**src/rtl/fft_frame_ctrl.sv**
```systemverilog
// Frame sequencer for the radix-2^2 SDF FFT core: fill, drain, collect N bins, re-arm.
// Optional feature macro FFT_FRAME_CTRL_SAT_EN: saturate (defined) or truncate (default) output bins.
module fft_frame_ctrl #(
    parameter int N            = 1024,
    parameter int N_LOG2       = 10,
    parameter int INPUT_WIDTH  = 14,
    parameter int FFT_WIDTH    = 25,
    parameter int OUTPUT_WIDTH = 25,
    parameter int TIMEOUT      = 4096
) (
    input  logic                           clk_i,
    input  logic                           rst_n_i,
    input  logic                           start_i,
    input  logic                           in_valid_i,
    output logic                           in_ready_o,
    input  logic signed [INPUT_WIDTH-1:0]  in_re_i,
    input  logic signed [INPUT_WIDTH-1:0]  in_im_i,
    output logic                           fft_ce_o,
    output logic signed [INPUT_WIDTH-1:0]  fft_re_o,
    output logic signed [INPUT_WIDTH-1:0]  fft_im_o,
    input  logic                           fft_sync_i,
    input  logic        [N_LOG2-1:0]       fft_ctr_i,
    input  logic signed [FFT_WIDTH-1:0]    fft_re_i,
    input  logic signed [FFT_WIDTH-1:0]    fft_im_i,
    output logic                           out_valid_o,
    output logic                           out_last_o,
    output logic        [N_LOG2-1:0]       out_bin_o,
    output logic signed [OUTPUT_WIDTH-1:0] out_re_o,
    output logic signed [OUTPUT_WIDTH-1:0] out_im_o,
    output logic                           busy_o,
    output logic                           done_o,
    output logic                           err_underrun_o,
    output logic                           err_timeout_o
);

    localparam int CTR_W = N_LOG2 + 1;
    localparam int TMO_W = $clog2(TIMEOUT + 1);
    localparam logic [CTR_W-1:0] LAST_IDX = CTR_W'(N - 1);
    localparam logic [TMO_W-1:0] TMO_LAST = TMO_W'(TIMEOUT - 1);

    typedef enum logic [1:0] {
        ST_IDLE,
        ST_FILL,
        ST_DRAIN,
        ST_REARM
    } state_t;

    function automatic logic [OUTPUT_WIDTH-1:0] narrow(input logic [FFT_WIDTH-1:0] x);
`ifdef FFT_FRAME_CTRL_SAT_EN
        // In range only when every bit above the output sign bit matches the input sign.
        if (x[FFT_WIDTH-1:OUTPUT_WIDTH-1] == {(FFT_WIDTH-OUTPUT_WIDTH+1){x[FFT_WIDTH-1]}})
            narrow = x[OUTPUT_WIDTH-1:0];
        else if (x[FFT_WIDTH-1])
            narrow = {1'b1, {(OUTPUT_WIDTH-1){1'b0}}};
        else
            narrow = {1'b0, {(OUTPUT_WIDTH-1){1'b1}}};
`else
        narrow = x[OUTPUT_WIDTH-1:0];
`endif
    endfunction

    state_t                   state_q, state_d;
    logic [CTR_W-1:0]         in_ctr_q, in_ctr_d;
    logic [CTR_W-1:0]         out_ctr_q, out_ctr_d;
    logic [TMO_W-1:0]         tmo_ctr_q, tmo_ctr_d;
    logic                     sync_seen_q, sync_seen_d;
    logic                     in_ready_q, in_ready_d;
    logic                     fft_ce_q, fft_ce_d;
    logic [INPUT_WIDTH-1:0]   fft_re_q, fft_re_d;
    logic [INPUT_WIDTH-1:0]   fft_im_q, fft_im_d;
    logic                     out_valid_q, out_valid_d;
    logic                     out_last_q, out_last_d;
    logic [N_LOG2-1:0]        out_bin_q, out_bin_d;
    logic [OUTPUT_WIDTH-1:0]  out_re_q, out_re_d;
    logic [OUTPUT_WIDTH-1:0]  out_im_q, out_im_d;
    logic                     busy_q, busy_d;
    logic                     done_q, done_d;
    logic                     err_underrun_q, err_underrun_d;
    logic                     err_timeout_q, err_timeout_d;
    logic                     capture;

    always_comb begin
        // NOTE: every variable gets a default first so no path through the block infers a latch.
        state_d        = state_q;
        in_ctr_d       = in_ctr_q;
        out_ctr_d      = out_ctr_q;
        tmo_ctr_d      = tmo_ctr_q;
        sync_seen_d    = sync_seen_q;
        fft_re_d       = '0;
        fft_im_d       = '0;
        out_valid_d    = 1'b0;
        out_last_d     = 1'b0;
        out_bin_d      = out_bin_q;
        out_re_d       = out_re_q;
        out_im_d       = out_im_q;
        done_d         = (state_q == ST_REARM);
        err_underrun_d = err_underrun_q;
        err_timeout_d  = err_timeout_q;
        capture        = ((state_q == ST_FILL) || (state_q == ST_DRAIN)) && fft_sync_i;

        case (state_q)
            ST_IDLE: begin
                if (start_i) begin
                    state_d        = ST_FILL;
                    in_ctr_d       = '0;
                    out_ctr_d      = '0;
                    tmo_ctr_d      = '0;
                    sync_seen_d    = 1'b0;
                    err_underrun_d = 1'b0;
                    err_timeout_d  = 1'b0;
                end
            end
            ST_FILL: begin
                // The core is never stalled: a missing sample becomes a zero slot.
                if (in_valid_i) begin
                    fft_re_d = in_re_i;
                    fft_im_d = in_im_i;
                end else begin
                    err_underrun_d = 1'b1;
                end
                in_ctr_d = in_ctr_q + CTR_W'(1);
                if (in_ctr_q == LAST_IDX) begin
                    state_d   = ST_DRAIN;
                    tmo_ctr_d = '0;
                end
            end
            ST_DRAIN: begin
                if (!sync_seen_q && !fft_sync_i) begin
                    if (tmo_ctr_q == TMO_LAST) begin
                        err_timeout_d = 1'b1;
                        state_d       = ST_REARM;
                    end else begin
                        tmo_ctr_d = tmo_ctr_q + TMO_W'(1);
                    end
                end
            end
            ST_REARM: state_d = ST_IDLE;
            default:  state_d = ST_IDLE;
        endcase

        if (capture) begin
            sync_seen_d = 1'b1;
            out_valid_d = 1'b1;
            out_bin_d   = fft_ctr_i;
            out_re_d    = narrow(fft_re_i);
            out_im_d    = narrow(fft_im_i);
            out_ctr_d   = out_ctr_q + CTR_W'(1);
            if (out_ctr_q == LAST_IDX) begin
                out_last_d = 1'b1;
                state_d    = ST_REARM;
            end
        end

        // Registered status follows the state being entered; ce drops for the REARM cycle.
        in_ready_d = (state_d == ST_FILL);
        busy_d     = (state_d != ST_IDLE);
        fft_ce_d   = ((state_q == ST_FILL) || (state_q == ST_DRAIN)) && (state_d != ST_REARM);
    end

    // NOTE: sequential state uses non-blocking assignments so every flop samples pre-edge values.
    always_ff @(posedge clk_i or negedge rst_n_i) begin
        if (!rst_n_i) begin
            state_q        <= ST_IDLE;
            in_ctr_q       <= '0;
            out_ctr_q      <= '0;
            tmo_ctr_q      <= '0;
            sync_seen_q    <= 1'b0;
            in_ready_q     <= 1'b0;
            fft_ce_q       <= 1'b0;
            fft_re_q       <= '0;
            fft_im_q       <= '0;
            out_valid_q    <= 1'b0;
            out_last_q     <= 1'b0;
            out_bin_q      <= '0;
            out_re_q       <= '0;
            out_im_q       <= '0;
            busy_q         <= 1'b0;
            done_q         <= 1'b0;
            err_underrun_q <= 1'b0;
            err_timeout_q  <= 1'b0;
        end else begin
            state_q        <= state_d;
            in_ctr_q       <= in_ctr_d;
            out_ctr_q      <= out_ctr_d;
            tmo_ctr_q      <= tmo_ctr_d;
            sync_seen_q    <= sync_seen_d;
            in_ready_q     <= in_ready_d;
            fft_ce_q       <= fft_ce_d;
            fft_re_q       <= fft_re_d;
            fft_im_q       <= fft_im_d;
            out_valid_q    <= out_valid_d;
            out_last_q     <= out_last_d;
            out_bin_q      <= out_bin_d;
            out_re_q       <= out_re_d;
            out_im_q       <= out_im_d;
            busy_q         <= busy_d;
            done_q         <= done_d;
            err_underrun_q <= err_underrun_d;
            err_timeout_q  <= err_timeout_d;
        end
    end

    assign in_ready_o     = in_ready_q;
    assign fft_ce_o       = fft_ce_q;
    assign fft_re_o       = fft_re_q;
    assign fft_im_o       = fft_im_q;
    assign out_valid_o    = out_valid_q;
    assign out_last_o     = out_last_q;
    assign out_bin_o      = out_bin_q;
    assign out_re_o       = out_re_q;
    assign out_im_o       = out_im_q;
    assign busy_o         = busy_q;
    assign done_o         = done_q;
    assign err_underrun_o = err_underrun_q;
    assign err_timeout_o  = err_timeout_q;

endmodule
```
**config.mk**
```make
export PLATFORM = sky130hd
export DESIGN_NAME = fft_frame_ctrl
export DESIGN_NICKNAME = d
export VERILOG_FILES = /design/src/rtl/fft_frame_ctrl.sv
export SDC_FILE = /design/constraint.sdc
export NUM_CORES = 1
export LEC_CHECK = 0
export ABC_AREA = 0
export BUFFER_PORTS_ARGS = -buffer_cell sky130_fd_sc_hd__buf_2
export CAP_MARGIN = 15
export CORE_MARGIN = 2
export CORE_UTILIZATION = 50
export DETAILED_ROUTE_END_ITERATION = 16
export GPL_TIMING_DRIVEN = 0
export PLACE_DENSITY = 0.76
export SKIP_LAST_GASP = 1
export SLEW_MARGIN = 20
export SYNTH_ARGS = -nofsm -noshare
export SYNTH_HDL_FRONTEND = slang
export SYNTH_SLANG_ARGS = --single-unit
```
**constraint.sdc**
```tcl
create_clock -name clk_i -period 2.4 [get_ports clk_i]
set_input_delay 0.24 -clock clk_i [delete_from_list [all_inputs] [get_ports clk_i]]
set_output_delay 0.24 -clock clk_i [all_outputs]
set_load 0.05 [all_outputs]
```
# [Word level (Yosys, flattened, before mapping)]
# Index checks and enable logic that the tools add are counted.
[word_totals] inputBits=93 out_inout_bits=96 elab_cells=84 regBits=134
[op_classes] addsub=3 eq_ne=14 n_mux=31 n_reduce_logical=18
[op_table] op="$mux W14" count=4
[op_table] op="$mux W13" count=4
[op_table] op="$pmux W13 S3" count=1
[op_table] op="$mux W11" count=3
[op_table] op="$add A11 B1 Y11 const B" count=2
[op_table] op="$eq A11 B10 Y1 const B" count=2
[op_table] op="$pmux W11 S2" count=1
[op_table] op="$add A13 B1 Y13 const B" count=1
[op_table] op="$eq A13 B12 Y1 const B" count=1
[op_table] op="$mux W2" count=6
[op_table] op="$reduce_bool A2 Y1" count=5
[op_table] op="$mux W1" count=9
[op_table] op="$ne A2 B2 Y1 const B" count=4
[op_table] op="$pmux W2 S4" count=1
[op_table] op="$ne A2 B1 Y1 const B" count=3
[op_table] op="$reduce_and A5 Y1" count=1
[op_table] op="$eq A2 B1 Y1 const B" count=2
[op_table] op="$eq A2 B2 Y1 const B" count=2
[op_table] op="$pmux W1 S2" count=2
[op_table] op="$reduce_and A2 Y1" count=2
[op_table] op="$reduce_and A4 Y1" count=1
[op_table] op="$logic_and A1 B1 Y1" count=3
[op_table] op="$reduce_and A3 Y1" count=1
[op_table] op="$reduce_bool A3 Y1" count=1
[op_table] op="other kinds (3)" count=4

# [Longest topological paths before layout]
[logic_depth] word_depth=8 depth_mapped=9 mapped_depth_nobuf=8

# [Least setup slack after synthesis]
# No wires, ideal clock.
[synth_timing] path_type="reg2reg" start="reg state_q[0]" end="reg in_ctr_q[5]" t_required_ps=2274 arrival_time_ps=1834 path_buffers=1 stages_incl_launch_ff=9 setup_slack_ps=441 period_less_slack_ps=1959 setup_time_ps=126 path_cell_list="dfrtp_1 inv_1 ha_1 buf_2 mux2i_1 nor2_1 and3_2 xnor2_1 nor2_1"
[synth_between] elab_chain_cells=3 elab_cells_between_ends=6 classes_between="2 x eq/ne; 1 x mux; 3 x reduce/logical"
[synth_lines] item="from (decl)" line_no="62" rtl="state_t state_q, state_d;"
[synth_lines] item="from (signal assigned)" line_no="182" rtl="state_q <= state_d;"
[synth_lines] item="$eq A2 B1 Y1 or $logic_not A2 Y1 (tied branches)" line_no="101" rtl="case (state_q)"
[synth_lines] item="$reduce_bool A2 Y1 (no source line) or $ne A2 B2 Y1 (tied branches)"
[synth_lines] item="$reduce_and A2 Y1 (no source line)"
[synth_lines] item="to (signal assigned)" line_no="183" rtl="in_ctr_q <= in_ctr_d;"
[synth_lines] item="to (decl)" line_no="63" rtl="logic [CTR_W-1:0] in_ctr_q, in_ctr_d;"
# Parallel ways exist; a longest one is shown, timed or not.
# A chain may end at the register's enable or synchronous reset.

# [Worst setup path after layout]
# Ends and elaborated chain as after synthesis.

==> metrics.sh <==
RUN_STATUS='finished, final reports clean'
YOSYS_WARNINGS=0
INITIAL_UTILIZATION=0.511
CRITICAL_PATH_TYPE='flop to flop'
HOLDPATHEND='fft_im_o[6]'
WORST_REG2REG_PATH_ENDPOINT='in_ctr_q[5]'
WORST_SLEW_PIN_SLEW_NS=0.554
DRT_FIRST_ITER_VIOLATIONS=281
DRT_PRE_ANTENNA_ITERS=4
FILLCELLCOUNT=703
POWER_FRAC_COMB=0.145
CRIT_BUF_INV=2
FINALCRITICALPERIOD_NS=2.22
YOSYS.AREA_SHARE.SIMPLE=0.264
TIMING_MAX_TRANSITION_VIOLATIONS_FINAL=0
FINAL-SETUP-VIOL-COUNT=0
SETUP_TOTAL_NEGATIVE_SLACK_NS=0
WHS_PATH_DEPTH=2
PLACE.DETAILED.HPWL_UM=9650
POST_SYNTH_MUX_AREA_SHARE=0.00723
POST_SYNTH_NUM_CELL_TYPES=54
CRITICAL_PATH_ARRIVAL_NS=2.64
OVERFLOW=0
DRT-TOTAL-WL_UM=17100
LAYOUT_COMMONEST_CELL='nand2_1'
SYNTH_SEQUENTIAL_AREA_RATIO=0.605
CRIT_TOP_CELL='nor2_1'
CTS_TREE='built'
CTS.SINK_COUNT=134
SLOWEST_STAGE_DELAY_CP_NS=0.53
FINAL_ANTENNA_NET_COUNT=0
WORST-R2R-CELL-COUNT=8
CLOCK_TREE.HTREE_LEVEL_COUNT=4
MOST-COMMON-LAYOUT-CELLS='213 x nand2_1, 188 x buf_2, 134 x dfrtp_1'
WORST_R2R_STARTPOINT='state_q[0]'
PWR-SHARE-SEQ=0.398
ANTENNA_FOUND_INITIAL=1
CRIT_FANOUT=10
VIAS_PER_CELL=5.34
PIN_COUNT_OF_THE_BIGGEST_NET_ENTERING_GLOBAL_ROUTING=106
SYNTH_TOP_FLOP_CELL='dfrtp_1'
MIN-DELAY-PATH-CLASS='input port to flop'
WORST_PATH_MAX_DELAY_CELL='mux2i_2'
INTERNAL-POWER_mW=4.51
FIRST_GLOBAL_VIAS=5604
SYN_INST=561
FINAL_MIN_PERIOD_OVER_CLOCK_PERIOD=0.926
FINALHOLDVIOLATIONS=0
DETAIL_ROUTE.WL_PER_CELL_UM=16.9
FLOORPLAN.DIE.WIDTH_UM=109
DIE_H_UM=109
GLOBAL_ROUTE_WIRE_LENGTH_BEFORE_REPAIR_UM=27300
CLOCK-SKEW-FINAL_NS=0.00834
DIE_AREA_MM2=0.0119
IOS=189
GRTUSAGETOTAL=0.304
DETAILED_PLACE.AREA_MM2=0.00669
CLKTRANSATPATHREGS_NS=0.06
SYNTH.CELL_AREA_MM2=0.00554
YS_ASYNC_SR_FRACTION=1.00
PORT_BUFFERS=187
WORST_SETUP_PATH_END_KIND='flop'
LAYOUT-DRIVE-GT1-SHARE=0.278
SYNTH_SEQ_CELLS=134
MULTI_INPUT_AREA_MM2=0.00206
FINALHOLDWORSTSLACK_NS=0.114
LAYOUT-AREA-OVERHEAD-VS-SYNTH_PCT=48.5
YOSYS.AREA_SHARE.ADDER=0.0158
STDCELL_AREA_MM2=0.00823
DRCVIOLATIONCOUNT=0
AVGSYNTHCELLAREA_UM2=9.87
MAPPEDNETLISTNETS=661
CRITICAL-PATH-TOP-DELAY-FAMILY='multiplexers'
COMBINATIONAL_FAMILY_WITH_THE_MOST_AREA_AFTER_SYNTHESIS='simple AND/OR/NAND/NOR gates'
COMPOUND_GATE_PORTION_OF_THE_SYNTHESIZED_AREA=0.0770
TIMING.CRITICAL_PATH.REQUIRED_NS=2.82
SWITCHINGPOWER_mW=1.69
SHARE_CLK_OF_TOTAL_POWER=0.457
WORST-R2R-SETUP-SLACK_NS=0.18
TOTAL_LEAKAGE_POWER_nW=4.46
SYNTHXORXNORAREAFRAC=0.00632
SLEW_HEADROOM=0.631
MAX_CLOCK_FREQ_MHz=450
CTSROOTBUFFERMASTER='clkbuf_8'
STARTPOINT_TYPE='flop'
MAX_CAP_VIOLS=0
VDD_IR_DROP_MAX_uV=653
FINAL_NET_COUNT=957
FP.COREAREA_MM2=0.0108
P_PER_AREA_mW_PER_MM2=754
RSZ_0062_RAISED_AFTER_GLOBAL_ROUTING='false'
PLACE.GP.CONGESTION=0.879
MIN_FROM='in_valid_i'
INSERTION_DELAY_NS=0.54
NUMBER_OF_CTS_INSERTED_BUFFERS=17
FLOORPLAN.ROWS=38
NUM_VIAS=5396
SYNTH-EDFF-COUNT=0
AREA.SEQUENTIAL_MM2=0.00335
CTS_MAX_PATH_BUFFERS=2
CP_CELL_SEQUENCE='inv_1 -> ha_1 -> buf_2 -> mux2i_2 -> nor2_1 -> and3_2 -> xnor2_1 -> nor2_1'
SWITCHING_SHARE=0.273
FINALPOWER_mW=6.20
==> registers in the layout, summed over array words and instances, names as in the netlist, 10 cells and up <==
| register | count |
|---|---|
| out_im_o | 25 |
| out_re_o | 25 |
| fft_im_o | 14 |
| fft_re_o | 14 |
| tmo_ctr_q | 13 |
| in_ctr_q | 11 |
| out_ctr_q | 11 |
| out_bin_o | 10 |
==> final cells by class <==
type	count	area share
sequential	134	0.408
clock buffer	19	0.0537
buffer	26	0.0137
inverter	6	0.00274
timing repair buffer	277	0.227
clock inverter	12	0.0243
antenna	1	0.000304
tap	140	0.0213
multi-input combinational	395	0.250
==> worst max path at each step <==
stage | from | depth (start not counted) | slack, ns | to
after floorplan | state_q[0] | 8 | 0.44 | in_ctr_q[5]
after global placement | rst_n_i | 1 | -0.62 | out_re_o[4]
after detailed placement | state_q[0] | 8 | 0.05 | in_ctr_q[5]
after CTS | state_q[0] | 8 | 0.21 | in_ctr_q[5]
after global routing | state_q[0] | 8 | 0.03 | out_im_o[21]
final | state_q[0] | 8 | 0.18 | in_ctr_q[5]
==> power by group through the flow <==
stage	Sequential [mW]	Clock [mW]	Combinational [mW]
2_1_floorplan	2.81	0	0.152
3_3_place_gp	2.49	0	0.730
3_5_place_dp	2.49	0	0.756
4_1_cts	2.46	2.85	0.871
5_1_grt	2.48	2.97	0.956
6_report	2.47	2.84	0.897
==> cell usage after synthesis, types with 3 or more instances <==
master | count | area, um2
nor3_1 | 5 | 25.0
nor4_1 | 4 | 25.0
dfrtp_1 | 134 | 3350
nand3_1 | 21 | 105
xnor2_1 | 4 | 35.0
and3_1 | 35 | 219
inv_1 | 6 | 22.5
nand2b_1 | 3 | 18.8
clkbuf_1 | 22 | 82.6
nor2b_1 | 3 | 18.8
o21ai_0 | 19 | 95.1
mux2i_1 | 4 | 40.0
nand2_1 | 213 | 800
nor2_1 | 18 | 67.6
o21ai_1 | 4 | 20.0
ha_1 | 7 | 87.6
o31ai_1 | 3 | 22.5
nand4_1 | 5 | 31.3
a21oi_1 | 7 | 35.0
a22o_1 | 5 | 43.8
==> through the flow <==
stage | worst slack [ns] | utilization | instances
floorplan | 0.441 | - | 561
global placement | -0.616 | 0.613 | 888
detailed placement | 0.0510 | 0.617 | 889
CTS | 0.209 | 0.759 | 1009
global route | 0.0291 | 0.759 | 1010
finish | 0.178 | 0.759 | 1010
==> repair_timing <==
action / 4_1_cts / 5_1_grt
hold endpoints to repair: 222 / 0
setup endpoints to repair: 1 / 2
setup buffers: 0 / 0
resized for setup: 1 / 2
hold buffers: 89 / 0
pin swaps: 0 / 0
==> per-layer routing <==
metal	GRT usage	routed length [um]	up-vias
met2	0.530	8670	270
met1	0.338	6390	2600
met3	0.100	1420	54
li1	-	-	2472
met5	0	0	-
met4	0.137	597	0
==> logic make-up (layout without fill, tap and decap cells) <==
kind of cell / count (synthesis) / in the layout
simple gates: 323 / 323
compound gates: 57 / 57
mux: 4 / 4
buf+inv: 32 / 340
flops: 134 / 134
xor+xnor: 4 / 4
other cells: 0 / 1
fa+ha+maj: 7 / 7
No activity file was read; power rests on OpenSTA's default activity.
